## src/rtl/seat_request_sequencer.sv

```systemverilog
// Seat request sequencer: buffers kiosk seat requests in a FIFO, replays each
// one to the seating controller as a setup/write/capture/gap sequence, and
// keeps the minute-of-day Time counter.
module seat_request_sequencer #(
    parameter int unsigned DEPTH         = 4,
    parameter int unsigned NUM_SEATS     = 30,
    parameter int unsigned TICKS_PER_MIN = 60,
    parameter int unsigned HOLD_CYCLES   = 4,
    parameter int unsigned GAP_CYCLES    = 2
) (
    input  logic                     clk,
    input  logic                     reset,
    input  logic                     req_valid,
    output logic                     req_ready,
    input  logic [24:0]              req_student,
    input  logic [4:0]               req_seat,
    input  logic [1:0]               Seat_State,
    output logic [24:0]              Student_No,
    output logic [4:0]               Seat_No,
    output logic                     write,
    output logic [10:0]              Time,
    output logic                     rsp_valid,
    output logic [1:0]               rsp_state,
    output logic [4:0]               rsp_seat,
    output logic                     reject,
    output logic [$clog2(DEPTH):0]   fifo_count
);

    localparam int unsigned STU_W    = 25;
    localparam int unsigned SEAT_W   = 5;
    localparam int unsigned TIME_W   = 11;
    localparam int unsigned MIN_LAST = 1439;
    localparam int unsigned PTR_W    = $clog2(DEPTH);
    localparam int unsigned CW       = PTR_W + 1;
    localparam int unsigned PRE_W    = (TICKS_PER_MIN > 1) ? $clog2(TICKS_PER_MIN) : 1;
    localparam int unsigned CNT_MAX  = (HOLD_CYCLES > GAP_CYCLES) ? HOLD_CYCLES : GAP_CYCLES;
    localparam int unsigned CNT_W    = $clog2(CNT_MAX + 1);
    localparam int unsigned GAP_LAST = (GAP_CYCLES > 0) ? GAP_CYCLES - 1 : 0;

    localparam logic [2:0] S_IDLE    = 3'd0;
    localparam logic [2:0] S_SETUP   = 3'd1;
    localparam logic [2:0] S_WRITE   = 3'd2;
    localparam logic [2:0] S_CAPTURE = 3'd3;
    localparam logic [2:0] S_GAP     = 3'd4;

    typedef struct packed {
        logic [STU_W-1:0]  student;
        logic [SEAT_W-1:0] seat;
    } req_t;

    req_t               mem [DEPTH];
    logic [PTR_W-1:0]   wr_ptr_q, rd_ptr_q;
    logic [CW-1:0]      count_q, count_d;
    logic               ready_q, reject_q;

    logic [PRE_W-1:0]   pre_q;
    logic [TIME_W-1:0]  time_q;

    logic [2:0]         state_q, state_d;
    logic [CNT_W-1:0]   cnt_q, cnt_d;
    logic [STU_W-1:0]   student_q, student_d;
    logic [SEAT_W-1:0]  seat_q, seat_d;
    logic               write_q, write_d;
    logic               rsp_valid_q, rsp_valid_d;
    logic [1:0]         rsp_state_q, rsp_state_d;
    logic [SEAT_W-1:0]  rsp_seat_q, rsp_seat_d;

    logic               push_c, seat_ok_c, store_c, pop_c;
    req_t               head_c;

    assign push_c    = req_valid && ready_q;
    assign seat_ok_c = (req_seat != '0) && (req_seat <= SEAT_W'(NUM_SEATS));
    assign store_c   = push_c && seat_ok_c;
    assign pop_c     = (state_q == S_IDLE) && (count_q != '0);
    assign head_c    = mem[rd_ptr_q];

    // Occupancy after this cycle's store/pop
    always_comb begin
        count_d = count_q;
        case ({store_c, pop_c})
            2'b10:   count_d = count_q + CW'(1);
            2'b01:   count_d = count_q - CW'(1);
            default: count_d = count_q;
        endcase
    end

    // FIFO storage; contents need no reset, the pointers gate validity
    always_ff @(posedge clk) begin
        if (store_c) begin
            mem[wr_ptr_q] <= '{student: req_student, seat: req_seat};
        end
    end

    // FIFO pointers, occupancy, ready and reject pulse
    always_ff @(posedge clk or posedge reset) begin
        if (reset) begin
            wr_ptr_q <= '0;
            rd_ptr_q <= '0;
            count_q  <= '0;
            ready_q  <= 1'b1;
            reject_q <= 1'b0;
        end else begin
            if (store_c) wr_ptr_q <= wr_ptr_q + PTR_W'(1);
            if (pop_c)   rd_ptr_q <= rd_ptr_q + PTR_W'(1);
            count_q  <= count_d;
            ready_q  <= (count_d != CW'(DEPTH));
            reject_q <= push_c && !seat_ok_c;
        end
    end

    // Minute prescaler and minute-of-day counter, independent of the FSM
    always_ff @(posedge clk or posedge reset) begin
        if (reset) begin
            pre_q  <= '0;
            time_q <= '0;
        end else if (pre_q == PRE_W'(TICKS_PER_MIN - 1)) begin
            pre_q  <= '0;
            time_q <= (time_q == TIME_W'(MIN_LAST)) ? '0 : time_q + TIME_W'(1);
        end else begin
            pre_q  <= pre_q + PRE_W'(1);
        end
    end

    // Sequencer state and registered controller-side outputs
    always_ff @(posedge clk or posedge reset) begin
        if (reset) begin
            state_q     <= S_IDLE;
            cnt_q       <= '0;
            student_q   <= '0;
            seat_q      <= '0;
            write_q     <= 1'b0;
            rsp_valid_q <= 1'b0;
            rsp_state_q <= '0;
            rsp_seat_q  <= '0;
        end else begin
            state_q     <= state_d;
            cnt_q       <= cnt_d;
            student_q   <= student_d;
            seat_q      <= seat_d;
            write_q     <= write_d;
            rsp_valid_q <= rsp_valid_d;
            rsp_state_q <= rsp_state_d;
            rsp_seat_q  <= rsp_seat_d;
        end
    end

    // Next-state and output decode; write follows the next state so it is high exactly in WRITE
    always_comb begin
        state_d     = state_q;
        cnt_d       = cnt_q;
        student_d   = student_q;
        seat_d      = seat_q;
        write_d     = 1'b0;
        rsp_valid_d = 1'b0;
        rsp_state_d = rsp_state_q;
        rsp_seat_d  = rsp_seat_q;
        case (state_q)
            S_IDLE: begin
                if (pop_c) begin
                    student_d = head_c.student;
                    seat_d    = head_c.seat;
                    state_d   = S_SETUP;
                end
            end
            S_SETUP: begin
                cnt_d   = '0;
                state_d = S_WRITE;
            end
            S_WRITE: begin
                if (cnt_q == CNT_W'(HOLD_CYCLES - 1)) begin
                    state_d = S_CAPTURE;
                end else begin
                    cnt_d = cnt_q + CNT_W'(1);
                end
            end
            S_CAPTURE: begin
                rsp_valid_d = 1'b1;
                rsp_state_d = Seat_State;
                rsp_seat_d  = seat_q;
                cnt_d       = '0;
                state_d     = (GAP_CYCLES == 0) ? S_IDLE : S_GAP;
            end
            S_GAP: begin
                if (cnt_q == CNT_W'(GAP_LAST)) begin
                    state_d = S_IDLE;
                end else begin
                    cnt_d = cnt_q + CNT_W'(1);
                end
            end
            default: state_d = S_IDLE;
        endcase
        write_d = (state_d == S_WRITE);
    end

    assign req_ready  = ready_q;
    assign reject     = reject_q;
    assign fifo_count = count_q;
    assign Time       = time_q;
    assign Student_No = student_q;
    assign Seat_No    = seat_q;
    assign write      = write_q;
    assign rsp_valid  = rsp_valid_q;
    assign rsp_state  = rsp_state_q;
    assign rsp_seat   = rsp_seat_q;

endmodule

```

## config.mk

```make
export PLATFORM = sky130hd
export DESIGN_NAME = seat_request_sequencer
export DESIGN_NICKNAME = d
export VERILOG_FILES = /design/src/rtl/seat_request_sequencer.sv
export SDC_FILE = /design/constraint.sdc
export NUM_CORES = 1
export LEC_CHECK = 0
export CAP_MARGIN = 20
export CORE_AREA = 3 3 112 141
export CTS_CLUSTER_DIAMETER = 80
export DETAILED_ROUTE_END_ITERATION = 6
export DIE_AREA = 0 0 115 144
export PLACE_DENSITY = 0.74
export SYNTH_ARGS = -nofsm -noshare
export SYNTH_HDL_FRONTEND = slang
export SYNTH_SLANG_ARGS = --single-unit
```

## constraint.sdc

```tcl
create_clock -name clk -period 5.5 [get_ports clk]
set_input_delay 1.1 -clock clk [delete_from_list [all_inputs] [get_ports clk]]
set_output_delay 1.1 -clock clk [all_outputs]
set_load 0.03 [all_outputs]
```

==> impl_results.md, run 1 <==
* Crit path kind: primary input to register
* Pleak at about 3.4 nW
* R2r startpoint: state_q[2]$_DFF_PP0_
* Max IR drop VDD at 350.9 µV
* Cells after Synth at 402
* Antenna Nets Post-Route at 0
* Synth area leader: edfxtp_1
* Simple-gate area share of the yosys netlist at under 10%
* MaxCap Viol Count at 0
* Adder-Cell Fraction of Synth Area at roughly 1.9%
* PD cells at between 500 and 600 nW/µm²
* FP Rows at 49
* Clk root buf: clkbuf_16
* Final Hold Viols at 0
* Hold Crit Endpoint: pre_q[0]$_DFF_PP0_
* CORE AREA at 14470 µm²
* Setup Skew at 0.009241 ns
* Top cell type's share of synthesized area at between 40% and 50%
* Async S/R FF share, synth at 37.17%
* CP Launch Type: primary input
* CP Data Arrival Time at 3.48 ns
* Setup TNS at 0 ns
* #FFs+latches synth at ~190
* Clk pwr share at approximately a quarter
* DIE HEIGHT at approximately 140 µm
* Clock buffer depth at 2
* DIE AREA at approximately 17000 µm²
* Vias in the first global route at 3976
* Via count at ~3800
* Final worst slack at about 2.4 ns
* Post-place setup slack at 1.914 ns
* CTS tree: yes
* Reg2reg end: req_ready$_DFF_PP1_
* Number of synthesized flops with an enable pin at 120
* Max-slew violation count at 0
* Compound-cell area share of the yosys netlist at between 1.5 and 2%
* Multiplexer share of the synthesized area at 16.10%
* Final setup fails at 0
* Hold Buf Count CTS at 0
* # IOs at 90
* Status: completed
* Comb pwr share at roughly 35%
* Hold wc startpoint: pre_q[0]$_DFF_PP0_
* Layout cell share with drive strength beyond 1 at ~22%
* Reg clk slew, reported paths at around 0.070 ns
* Die width at ~120 µm
* Count of different cell masters after synthesis at 44
* RSZ-0062 raised after global routing: false
* Clock sink count at between 150 and 200
* Post-CTS Resized at 0
* Synthesized area per cell at around 19 µm²
* GRT Total Usage at between 15 and 20%
* Synth Area in XOR/XNOR at under 10%
* Vias per inst at ~5.5
* Avg WL per Cell at between 15 and 20 µm
* DRC at 0
* CTS H-tree depth at 4
* Largest family of logic cells by synthesized area: multiplexers
* Initial antenna violation count at 0
* Most used DFF post-synth: edfxtp_1
* Routability Congestion at between 0.8 and 0.9
* Psw at approximately 0.0016 W
* Synth Cell Area at ~7500 µm²
* Period utilisation layout at between 50% and 60%
* Rel. slew slack at between 30 and 40%
* Nets at between 500 and 600
* Sum of buffers and inverters on the critical path at 3
* Synth top cells by count: 120 x edfxtp_1, 70 x dfrtp_1, 35 x mux2_2
* YS warnings at 0
* Fin crit period at 3.135 ns
* Worst reg2reg path depth at 9
* CP required at 5.85 ns
* Syn nets at 448
* Flop pwr share at a little over two fifths
* Sw frac at between 30 and 40%
* Area contributors post-synth: edfxtp_1 48%, dfrtp_1 23%, mux4_2 9.0%, mux2_2 5.3%, ha_1 1.7%
* 1st-pass router iterations at 4
* Finished Layout Cells at between 600 and 700
* Worst-Margin Slew at just over 0.9 ns
* Total CTS buffers at 17
* Slowest-stage cell, CP: clkdlybuf4s50_1
* GR Overflow Total at 0
* Number of DRC markers in iteration 0 at ~240
* Port-buffer cells at ~90
* N_diodes at 0
* Sequential-to-total area share from yosys stat at 71.89%
* Placed cell count at approximately 660
* Dpl hpwl at ~8000 µm
* CP max stage delay at 0.58 ns
* Worst Hold Class: register to register
* R2r setup slk at approximately 3.0 ns
* Largest net degree at the start of global routing at 72
* Number of setup buffers added after CTS at 0
* Family with the most delay on the worst path: buffers and inverters
* Worst Hold Depth at 1
* Pint at roughly 0.0035 W
* Max Freq at approximately 320 MHz
* Total power at roughly 0.005 W
* Clock latency on the worst-skew pair at between 0.4 and 0.5 ns
* Area Growth Syn to Fin at 21.96%
* Cell Chain, Critical Path: clkdlybuf4s50_1, and4_1, a22oi_1, and2b_1, inv_1, ha_1, inv_1, fa_1, xor2_1, nor2_1, xor2_1, nand2_1
* Starting Density at 51.74%
* Global-route wire length before repair at approximately 21000 µm
* Top-count cell post-synth: edfxtp_1
* CP endpoint kind: register
* Routed WL at between 10000 and 15000 µm
* Worst-path fanout max at 7
[layer usage]
| layer | vias to the layer above | GRT usage, % | routed length [µm] |
|---|---|---|---|
| met5 | - | 0 | 0 |
| met4 | 0 | 6.119 | 200 |
| met3 | 17 | 4.939 | 586 |
| met2 | 104 | 28.90 | 6954 |
| met1 | 1959 | 19.69 | 5110 |
| li1 | 1737 | - | - |
[how the worst max path moves through the flow]
stage	start	slack, ns	to	cells past startpoint
finish	req_seat[2]	2.36	req_ready$_DFF_PP1_	12
global route	req_seat[2]	2.22	req_ready$_DFF_PP1_	12
CTS	req_seat[2]	2.37	mem[3][17]$_DFFE_PP_	5
detailed placement	req_seat[0]	1.91	req_ready$_DFF_PP1_	12
global placement	req_seat[0]	2.00	mem[1][15]$_DFFE_PP_	5
floorplan	reset	2.61	Seat_No[0]$_DFFE_PP0P_	1
[registers in the layout (all words and copies together) (netlist names), 5 cells and up]
name and flops:
mem 120, Student_No 25, rsp_seat 5, Time 11
pre_q 6, Seat_No 5
[layout by cell type (no fill, tap or decap), types with 10 or more instances in the layout]
| cell type | Yosys | final |
|---|---|---|
| inv_1 | 12 | 11 |
| mux4_2 | 30 | 30 |
| nand2_1 | 14 | 14 |
| dfrtp_1 | 70 | 69 |
| clkdlybuf4s50_1 | 0 | 89 |
| ha_1 | 10 | 10 |
| mux2_2 | 35 | 35 |
| nor2_1 | 13 | 13 |
| clkbuf_16 | 0 | 17 |
| edfxtp_1 | 120 | 120 |
[power by group through the flow]
stage               Combinational (W)  Sequential [W]  Clock, W
floorplan                     0.00101         0.00239         0
global placement              0.00172         0.00218         0
detailed placement            0.00176         0.00220         0
CTS                           0.00176         0.00218   0.00125
global route                  0.00191         0.00218   0.00131
finish                        0.00177         0.00213   0.00122
[kinds of logic after synthesis]
logic type / after synthesis
buf+inv: 26
fa+ha+maj: 11
simple gates: 67
xor+xnor: 11
flops: 191
mux: 75
compound gates: 21
[metrics by stage]
stage | utilization [%] | hold slack, ns | cell area, µm²
after CTS | 62.96 | 0.4702 | 9110
final | 63.10 | 0.4650 | 9130
after global placement | 58.88 | 0.4567 | 8519
after detailed placement | 58.88 | 0.4613 | 8519
after global routing | 63.10 | 0.4781 | 9130
after floorplan | - | 0.4301 | 7486
[cell type report]
type	instances	area (µm²)
flip-flops and latches	191	5383
fillers	1011	5339
multi-input cells	185	1954
repair buffers	93	933.4
clock buffers	22	454.2
well taps	178	222.7
clock inverters	10	136.4
inverters	12	46.29
Power figures use the tool's default switching activity.
==> run 2, diff against run 1 <==
--- a/config.mk
+++ b/config.mk
@@ -6,11 +6,11 @@
 export NUM_CORES = 1
 export LEC_CHECK = 0
 export CAP_MARGIN = 20
-export CORE_AREA = 3 3 112 141
+export CORE_AREA = 3 3 114 143
 export CTS_CLUSTER_DIAMETER = 80
 export DETAILED_ROUTE_END_ITERATION = 6
-export DIE_AREA = 0 0 115 144
-export PLACE_DENSITY = 0.74
+export DIE_AREA = 0 0 117 146
+export PLACE_DENSITY = 0.75
 export SYNTH_ARGS = -nofsm -noshare
 export SYNTH_HDL_FRONTEND = slang
 export SYNTH_SLANG_ARGS = --single-unit
==> constraint.sdc (replaced) <==
create_clock -name clk -period 2.6 [get_ports clk]
set_input_delay 0.52 -clock clk [delete_from_list [all_inputs] [get_ports clk]]
set_output_delay 0.52 -clock clk [all_outputs]
set_load 0.03 [all_outputs]
==> impl_results.md, run 2 (synthesized netlist as in run 1, its figures left out) <==
* Reg clk slew, reported paths at 0.06 ns (about the same)
* Area Growth Syn to Fin at 25.32%
* Port-buffer cells at 89 (unchanged)
* Final Hold Viols at 0 (unchanged)
* Placed cell count at 679 (+3.2%)
* Met2 WL at 7446 µm (+7.1%)
* DRC at 0 (unchanged)
* Dpl cell area at 8753 µm² (+2.7%)
* GRT Total Usage at 17.15% (+0.49 points)
* Via count at 3889 (+1.9%)
* Pleak at 3.490 nW (+3.5%)
* Worst-path fanout max at 3 (-4)
* CTS H-tree depth at 4 (unchanged)
* Status: completed
* 1st-pass router iterations at 4 (unchanged)
* Vias in the first global route at 4123 (+3.7%)
* Finished Layout Cells at 711 (+2.9%)
* Worst Hold Class: register to register
* Clock sink count at 191 (unchanged)
* Min Hold Slack at 0.4934 ns (+0.02834 ns)
* PD cells at 1193 nW/µm² (+110%)
* Number of DRC markers in iteration 0 at 288 (+19%)
* Largest net degree at the start of global routing at 36 (-50%)
* N_diodes at 0 (unchanged)
* Vias per inst at 5.470 (-0.98%)
* Nets at 562 (+2.9%)
* Worst-Margin Slew at 0.7809 ns (-0.1277 ns)
* Routability Congestion at 0.8182 (+0.64%)
* CORE AREA at 15010 µm² (+3.8%)
* CP Launch Type: primary input
* Clk root buf: clkbuf_16
* Initial antenna violation count at 0 (unchanged)
* CP required at 2.95 ns (-2.90 ns)
* Max IR drop VDD at 622.6 µV (+77%)
* FP Rows at 50 (+2.0%)
* MaxCap Viol Count at 0 (unchanged)
* Setup Skew at 0.008540 ns (-0.0007012 ns)
* Cell area after layout at 9382 µm² (+2.8%)
* Dpl hpwl at 8911 µm (+8.5%)
* Max layer used: met4
* Max Freq at about 430 MHz
* Post-Route M1 WL at 5477 µm (+7.2%)
* Post-CTS Resized at 0 (unchanged)
* DIE AREA at 17080 µm² (+3.2%)
* Routed wl met3 at 580 µm (-1.0%)
* CP Data Arrival Time at 2.69 ns (-0.79 ns)
* Total power at 0.01119 W (+120%)
* Largest register FFs at 120 (unchanged)
* Clock latency on the worst-skew pair at 0.43 ns (about the same)
* Hold Buf Count CTS at 0 (unchanged)
* CTS tree: yes
* CP endpoint kind: register
* RSZ-0062 raised after global routing: false
* # IOs at 90 (unchanged)
* Layout cell share with drive strength beyond 1 at 24.76% (+2.5 points)
* Rel. slew slack at 47.94% (+8.5 points)
* Antenna Nets Post-Route at 0 (unchanged)
* Routed WL at 13670 µm (+6.4%)
* DIE HEIGHT at 146 µm (+1.4%)
* Most frequent cells in the layout: 120 x edfxtp_1, 89 x clkdlybuf4s50_1, 68 x dfrtp_1, 35 x mux2_2, 30 x mux4_2
* Total CTS buffers at 17 (unchanged)
* Max-slew violation count at 0 (unchanged)
* Crit path kind: primary input to register
* Period utilisation layout at about nine tenths
* Final setup fails at 0 (unchanged)
* Fin crit period at around 2.3 ns
* Starting Density at 49.86% (-1.9 points)
* Global-route wire length before repair at 21940 µm (+6.4%)
* Number of setup buffers added after CTS at 0 (unchanged)
* Final core utilization at 62.48% (-0.62 points)
* Die width at 117 µm (+1.7%)
* Avg WL per Cell at 19.23 µm (+3.4%)
* Clock buffer depth at 2 (unchanged)
* Commonest non-fill, non-tap cell in the layout: edfxtp_1
* GR Overflow Total at 0 (unchanged)
* Top reg by flops: mem
==> run 2: final timing paths <==
kind / startpoint / to / slack [ns] / cells past startpoint
setup / recovery: req_seat[1] / req_ready$_DFF_PP1_ / 0.26 / 12
hold / removal: pre_q[1]$_DFF_PP0_ / pre_q[1]$_DFF_PP0_ / 0.49 / 1
setup reg to reg: state_q[2]$_DFF_PP0_ / req_ready$_DFF_PP1_ / 0.57 / 8
hold reg to reg: pre_q[1]$_DFF_PP0_ / pre_q[1]$_DFF_PP0_ / 0.49 / 1
max in group asynchronous: reset / Student_No[24]$_DFFE_PP0P_ / 1.48 / 3
min in group asynchronous: reset / Time[6]$_DFFE_PP0N_ / 0.50 / 2
==> run 2: per-stage QoR <==
stage               TNS, ns  setup WS [ns]
finish                    0         0.2596
global route              0        0.08097
global placement    -0.2013        -0.1326
floorplan                 0         0.1939
detailed placement  -0.3734        -0.2198
CTS                       0         0.2381
==> run 2: power by group <==
group	switching, W	internal, W
logic	0.00191	0.00202
clock network	0.00106	0.00171
registers	0.000458	0.00405
total	0.00342	0.00777
==> run 2: worst max-delay path, stage by stage <==
cell	delay, ns
clkdlybuf4s50_1	0.53
and4_1	0.21
a22oi_1	0.10
and2b_1	0.18
inv_1	0.05
ha_1	0.15
inv_1	0.05
fa_1	0.37
xor2_1	0.15
nor2_1	0.12
xor2_1	0.19
nand2_1	0.07
==> run 2: layout make-up <==
type | count | area, µm²
multi-input combinational | 185 | 1954
timing repair buffer | 109 | 1141
tap | 182 | 227.7
sequential | 191 | 5384
clock buffer | 22 | 444.2
clock inverter | 10 | 183.9
fill | 1077 | 5633
inverter | 12 | 46.29
==> run 2: routing by layer <==
layer / track usage (%) / vias up
met5: 0 / -
met1: 21.28 / 2003
met4: 5.852 / 0
li1: - / 1772
met3: 3.785 / 12
met2: 29.41 / 102
